<file path="src/rtl/iterative_divider.sv">
// iterative_divider: multi-cycle restoring 32-bit divider with MIPS DIV/DIVU semantics
// (quotient truncates toward zero, remainder takes the dividend's sign).
module iterative_divider #(
  parameter int WIDTH = 32
) (
  input  logic             clk,
  input  logic             reset,
  input  logic             start,
  input  logic             is_signed,
  input  logic [WIDTH-1:0] dividend,
  input  logic [WIDTH-1:0] divisor,
  output logic             busy,
  output logic             done,
  output logic [WIDTH-1:0] quotient,
  output logic [WIDTH-1:0] remainder,
  output logic             div_by_zero
);
  typedef enum logic [1:0] {IDLE, RUN, FIXUP, DONE} state_t;
  state_t           state_q, state_d;
  logic [5:0]       cnt_q, cnt_d;
  logic [WIDTH-1:0] dq_q, dq_d, rem_q, rem_d, dvs_q, dvs_d;
  logic [WIDTH-1:0] quotient_q, quotient_d, remainder_q, remainder_d;
  logic             negq_q, negq_d, negr_q, negr_d, zero_q, zero_d, dbz_q, dbz_d;
  logic             a_neg, b_neg;
  logic [WIDTH:0]   shifted, diff;
  always_comb begin
    state_d     = state_q;
    cnt_d       = cnt_q;
    dq_d        = dq_q;
    rem_d       = rem_q;
    dvs_d       = dvs_q;
    negq_d      = negq_q;
    negr_d      = negr_q;
    zero_d      = zero_q;
    quotient_d  = quotient_q;
    remainder_d = remainder_q;
    dbz_d       = dbz_q;
    a_neg       = is_signed & dividend[WIDTH-1];
    b_neg       = is_signed & divisor[WIDTH-1];
    shifted     = {rem_q, dq_q[WIDTH-1]};
    diff        = shifted - {1'b0, dvs_q};
    case (state_q)
      IDLE, DONE: begin
        if (start) begin
          dq_d    = a_neg ? -dividend : dividend;
          dvs_d   = b_neg ? -divisor : divisor;
          negq_d  = a_neg ^ b_neg;
          negr_d  = a_neg;
          zero_d  = divisor == '0;
          rem_d   = '0;
          cnt_d   = '0;
          state_d = RUN;
        end else begin
          state_d = IDLE;
        end
      end
      RUN: begin
        // a borrow out of the trial subtraction means restore
        rem_d   = diff[WIDTH] ? shifted[WIDTH-1:0] : diff[WIDTH-1:0];
        dq_d    = {dq_q[WIDTH-2:0], ~diff[WIDTH]};
        cnt_d   = cnt_q + 6'd1;
        state_d = cnt_q == 6'(WIDTH - 1) ? FIXUP : RUN;
      end
      FIXUP: begin
        quotient_d  = negq_q ? -dq_q : dq_q;
        remainder_d = negr_q ? -rem_q : rem_q;
        dbz_d       = zero_q;
        state_d     = DONE;
      end
      default: state_d = IDLE;
    endcase
  end
  always_ff @(posedge clk) begin
    if (reset) begin
      state_q     <= IDLE;
      cnt_q       <= '0;
      dq_q        <= '0;
      rem_q       <= '0;
      dvs_q       <= '0;
      negq_q      <= 1'b0;
      negr_q      <= 1'b0;
      zero_q      <= 1'b0;
      quotient_q  <= '0;
      remainder_q <= '0;
      dbz_q       <= 1'b0;
    end else begin
      state_q     <= state_d;
      cnt_q       <= cnt_d;
      dq_q        <= dq_d;
      rem_q       <= rem_d;
      dvs_q       <= dvs_d;
      negq_q      <= negq_d;
      negr_q      <= negr_d;
      zero_q      <= zero_d;
      quotient_q  <= quotient_d;
      remainder_q <= remainder_d;
      dbz_q       <= dbz_d;
    end
  end
  assign busy        = state_q == RUN || state_q == FIXUP;
  assign done        = state_q == DONE;
  assign quotient    = quotient_q;
  assign remainder   = remainder_q;
  assign div_by_zero = dbz_q;
endmodule

</file>
<file path="config.mk">
export PLATFORM = sky130hd
export DESIGN_NAME = iterative_divider
export DESIGN_NICKNAME = d
export VERILOG_FILES = /design/src/rtl/iterative_divider.sv
export SDC_FILE = /design/constraint.sdc
export NUM_CORES = 1
export LEC_CHECK = 0
export CORE_AREA = 2 2 189 135
export CTS_CLUSTER_DIAMETER = 120
export DETAILED_ROUTE_END_ITERATION = 7
export DIE_AREA = 0 0 191 137
export GPL_TIMING_DRIVEN = 0
export PLACE_DENSITY = 0.69
export SLEW_MARGIN = 20
export SYNTH_ARGS = -nofsm -noshare
export SYNTH_HDL_FRONTEND = slang
export SYNTH_SLANG_ARGS = --single-unit
</file>
<file path="constraint.sdc">
create_clock -name clk -period 3.55 [get_ports clk]
set_clock_uncertainty 0.2 [all_clocks]
set_input_delay 1.065 -clock clk [delete_from_list [all_inputs] [get_ports clk]]
set_output_delay 1.065 -clock clk [all_outputs]
set_load 0.05 [all_outputs]
</file>
==> metrics.yaml <==
clock_tree:
  numClockSinks: 172
  cts-buffers-inserted: 17
  clk_transition_reported_paths_ns: 0.07
  tritoncts: "done"
  cts_root_buffer: "sky130_fd_sc_hd__clkbuf_16"
  cts_htree_levels: 4
  clk-insertion-delay-late_ns: 0.44
  clockBufferDepth: 2
final_layout:
  post_route_cells_drive_above_1_share_pct: 5.792
  layout.area.seq_um2: 3451
  finish.net_count: 1667
  multiInputGateArea_um2: 6975
  antenna_cells: 0
  syn2layout_area_growth_pct: 24.40
  fillerInstances: 2275
synthesis:
  yosys.cell_count.top_type: "sky130_fd_sc_hd__dfxtp_1"
  number_of_synthesized_flops_with_an_enable_pin: 0
  ys_dominant_reg_cell: "sky130_fd_sc_hd__dfxtp_1"
  mappedNetlistArea_um2: 10820
  post_synth_top_area_share_pct: 31.84
  synth_async_sr_flop_share_pct: 0
  count_of_different_cell_masters_after_synthesis: 65
  netlist_top_cells_count: "172 x sky130_fd_sc_hd__dfxtp_1, 162 x sky130_fd_sc_hd__nor2_1, 154 x sky130_fd_sc_hd__nand2_1"
  postSynthCellCount: 1399
  synth_area_leader_cell: "sky130_fd_sc_hd__dfxtp_1"
  synth_sequential_area_ratio_pct: 31.84
  synth-seq-cells: 172
  synth_nets: 1508
  ys_warn_count: 0
  avgSynthCellArea_um2: 7.731
  yosys-top-cells-area: "sky130_fd_sc_hd__dfxtp_1 32%, sky130_fd_sc_hd__xnor2_1 6.0%, sky130_fd_sc_hd__xor2_1 5.7%, sky130_fd_sc_hd__nor2_1 5.6%, sky130_fd_sc_hd__a211oi_1 5.6%"
power:
  leakagePower_uw: 0.005127
  p_sw_share_pct: 28.74
  pwr-share-comb_pct: 17.6
  intPower_uw: 3576
  share_clk_of_total_power_pct: 40.9
  cellPowerDensity_nw_per_um2: 372.9
  proportion_of_power_drawn_by_flip_flops_and_latches_pct: 41.5
  report.power.total_uw: 5017
  ir_drop_mv: 0.3277
  p_switching_uw: 1442
hold_path:
  whs_path_depth: 2
  worst_hold_path_type: "reg2reg"
sta:
  grt_setup_unrepaired: "true"
  maxClockFrequency_mhz: 290.1
  drv_slew: 0
  worst-slew-pin-transition_ns: 0.8360
  final-hold-violation-count: 0
  post_route_fraction_of_the_period_consumed_by_the_critical_path_pct: 97.09
  finalCriticalPeriod_ns: 3.447
  report.final.setup_viol: 0
  slew_headroom_pct: 44.27
  fin_ws_ns: 0.1033
setup_path:
  worstSetupEndpointType: "flip-flop"
  worst_r2r_path_depth: 11
  register_to_register_setup_slack_ns: 0.11
  critPathLaunchType: "input port"
  critPathKind: "in2reg"
  worst_path_maximum_fanout: 4
  timing.critical_path.required_ns: 3.64
  worstPathArrival_ns: 3.54
placed_design:
  place.detailed.hpwl_um: 25960
  io_buffer_count: 133
  worst_setup_slack_before_clock_tree_synthesis_ns: -0.7982
  gp_congestion: 0.9364
floorplanning:
  starting_density_pct: 44.47
  core_outline_area_um2: 24320
  area_of_the_die_um2: 26170
  ios: 135
  die-width_um: 191
  dieHeight_um: 137
  fp-row-count: 48
route:
  drt_drc_violations_left: 0
  detailedRoute.firstIterationViolations: 967
  drt.antenna.violating_nets: 0
  routed_wire_length_per_instance_um: 17.53
  num_vias: 10640
  wl_um: 33230
  drt_first_pass_iters: 5
  vias_per_cell: 5.611
global_route:
  grt_first_pass_wirelength_um: 51130
  antenna_violations_before_repair: 0
  grt_pass1_vias: 9322
  globalRouteTotalUtil_pct: 25.09
  pin_count_of_the_biggest_net_entering_global_routing: 17
  grt_overflow: 0
flow_run:
  max_cap_violations: 0
run_status:
  outcome: "finished, final reports clean"
-- layout by cell type, fill, tap and decap left out, types with 12 or more instances in the layout --
| cell type | netlist | routed |
|---|---|---|
| sky130_fd_sc_hd__a211oi_1 | 80 | 80 |
| sky130_fd_sc_hd__a21o_1 | 13 | 13 |
| sky130_fd_sc_hd__a21oi_1 | 112 | 109 |
| sky130_fd_sc_hd__a31oi_1 | 12 | 12 |
| sky130_fd_sc_hd__clkbuf_1 | 78 | 77 |
| sky130_fd_sc_hd__clkbuf_16 | 0 | 17 |
| sky130_fd_sc_hd__clkdlybuf4s50_1 | 0 | 129 |
| sky130_fd_sc_hd__dfxtp_1 | 172 | 166 |
| sky130_fd_sc_hd__ha_1 | 40 | 39 |
| sky130_fd_sc_hd__inv_1 | 66 | 66 |
| sky130_fd_sc_hd__mux2i_1 | 42 | 42 |
| sky130_fd_sc_hd__nand2_1 | 154 | 153 |
| sky130_fd_sc_hd__nand3_1 | 15 | 15 |
| sky130_fd_sc_hd__nor2_1 | 162 | 162 |
| sky130_fd_sc_hd__nor3_1 | 26 | 25 |
| sky130_fd_sc_hd__o211ai_1 | 15 | 15 |
| sky130_fd_sc_hd__o21ai_0 | 80 | 80 |
| sky130_fd_sc_hd__o31ai_1 | 19 | 18 |
| sky130_fd_sc_hd__or3_1 | 20 | 20 |
| sky130_fd_sc_hd__xnor2_1 | 74 | 74 |
| sky130_fd_sc_hd__xor2_1 | 71 | 71 |
-- worst max-delay path, cell delays in order --
cell and delay [ns]:
sky130_fd_sc_hd__dlygate4sd2_1 0.28, sky130_fd_sc_hd__or4_4 0.50, sky130_fd_sc_hd__or4b_4 0.56, sky130_fd_sc_hd__nor4_4 0.23, sky130_fd_sc_hd__and2_4 0.22, sky130_fd_sc_hd__and3b_2 0.25, sky130_fd_sc_hd__a21oi_2 0.07, sky130_fd_sc_hd__xnor2_1 0.26
sky130_fd_sc_hd__a211oi_1 0.11
-- per-layer routing --
| metal | wire [µm] | GRT usage (%) | share of wire, % | vias up |
|---|---|---|---|---|
| met4 | 286 | 4.953 | 0.86 | 0 |
| met3 | 3547 | 6.718 | 11 | 23 |
| met2 | 12330 | 32.33 | 37 | 460 |
| met1 | 17070 | 40.09 | 51 | 4897 |
| li1 | - | - | - | 5258 |
| met5 | 0 | 0 | 0 | - |
-- kinds of logic (layout without fill, tap and decap cells) --
group                    after synthesis  count (layout)  synth area share (%)
AND/OR/NAND/NOR                      453             453                 18.94
adder cells (fa/ha/maj)               41              41                 4.813
buffers and inverters                154             326                 5.379
XOR/XNOR                             145             145                 11.74
flip-flops                           172             172                 31.84
multiplexers                          42              42                 3.887
AO/OA/AOI/OAI                        392             392                 23.40
-- power groups by stage --
stage | Combinational [µW] | Sequential, µW | Clock, µW
2_1_floorplan | 573 | 2090 | 0
4_1_cts | 851 | 2080 | 2060
3_5_place_dp | 843 | 2120 | 0
3_3_place_gp | 834 | 2120 | 0
5_1_grt | 966 | 2090 | 2140
6_report | 881 | 2080 | 2050
-- worst paths after layout --
check	start	to
setup / recovery	divisor[11]	dvs_q[27]
hold / removal	dvs_q[25]	dvs_q[25]
setup reg to reg	rem_q[0]	rem_q[26]
hold reg to reg	dvs_q[25]	dvs_q[25]
-- registers in the layout, summed over array words and instances (netlist names), 2 cells and up --
register	flops
quotient	32
cnt_q	6
dq_q	32
remainder	32
dvs_q	32
rem_q	32
state_q	2
-- cell type report --
cell class	instances	area share, %
sequential	172	25.65
multi-input combinational	1073	51.85
tap	325	3.022
inverter	66	1.841
timing repair buffer	142	10.38
clock inverter	12	1.358
buffer	86	2.511
clock buffer	20	3.394
-- what timing repair did --
action	in CTS	in global routing
hold endpoints to repair	0	0
setup endpoints to repair	52	51
pin swaps	9	4
hold buffers	0	0
cloned	0	0
resized for setup	22	29
setup buffers	4	5
-- per-stage QoR --
| stage | hold slack [ns] | instances | setup TNS, ns | instance area [µm²] | utilization (%) |
|---|---|---|---|---|---|
| finish | 0.2703 | 1896 | 0 | 13450 | 55.31 |
| global route | 0.2904 | 1896 | -0.06890 | 13450 | 55.31 |
| CTS | 0.2747 | 1891 | 0 | 13300 | 54.68 |
| detailed placement | 0.2651 | 1857 | -27.94 | 12580 | 51.71 |
| global placement | 0.2419 | 1857 | -24.96 | 12580 | 51.71 |
| floorplan | 0.2319 | 1399 | 0 | 10840 | - |
Note: power is estimated with default switching activity, not from simulation.
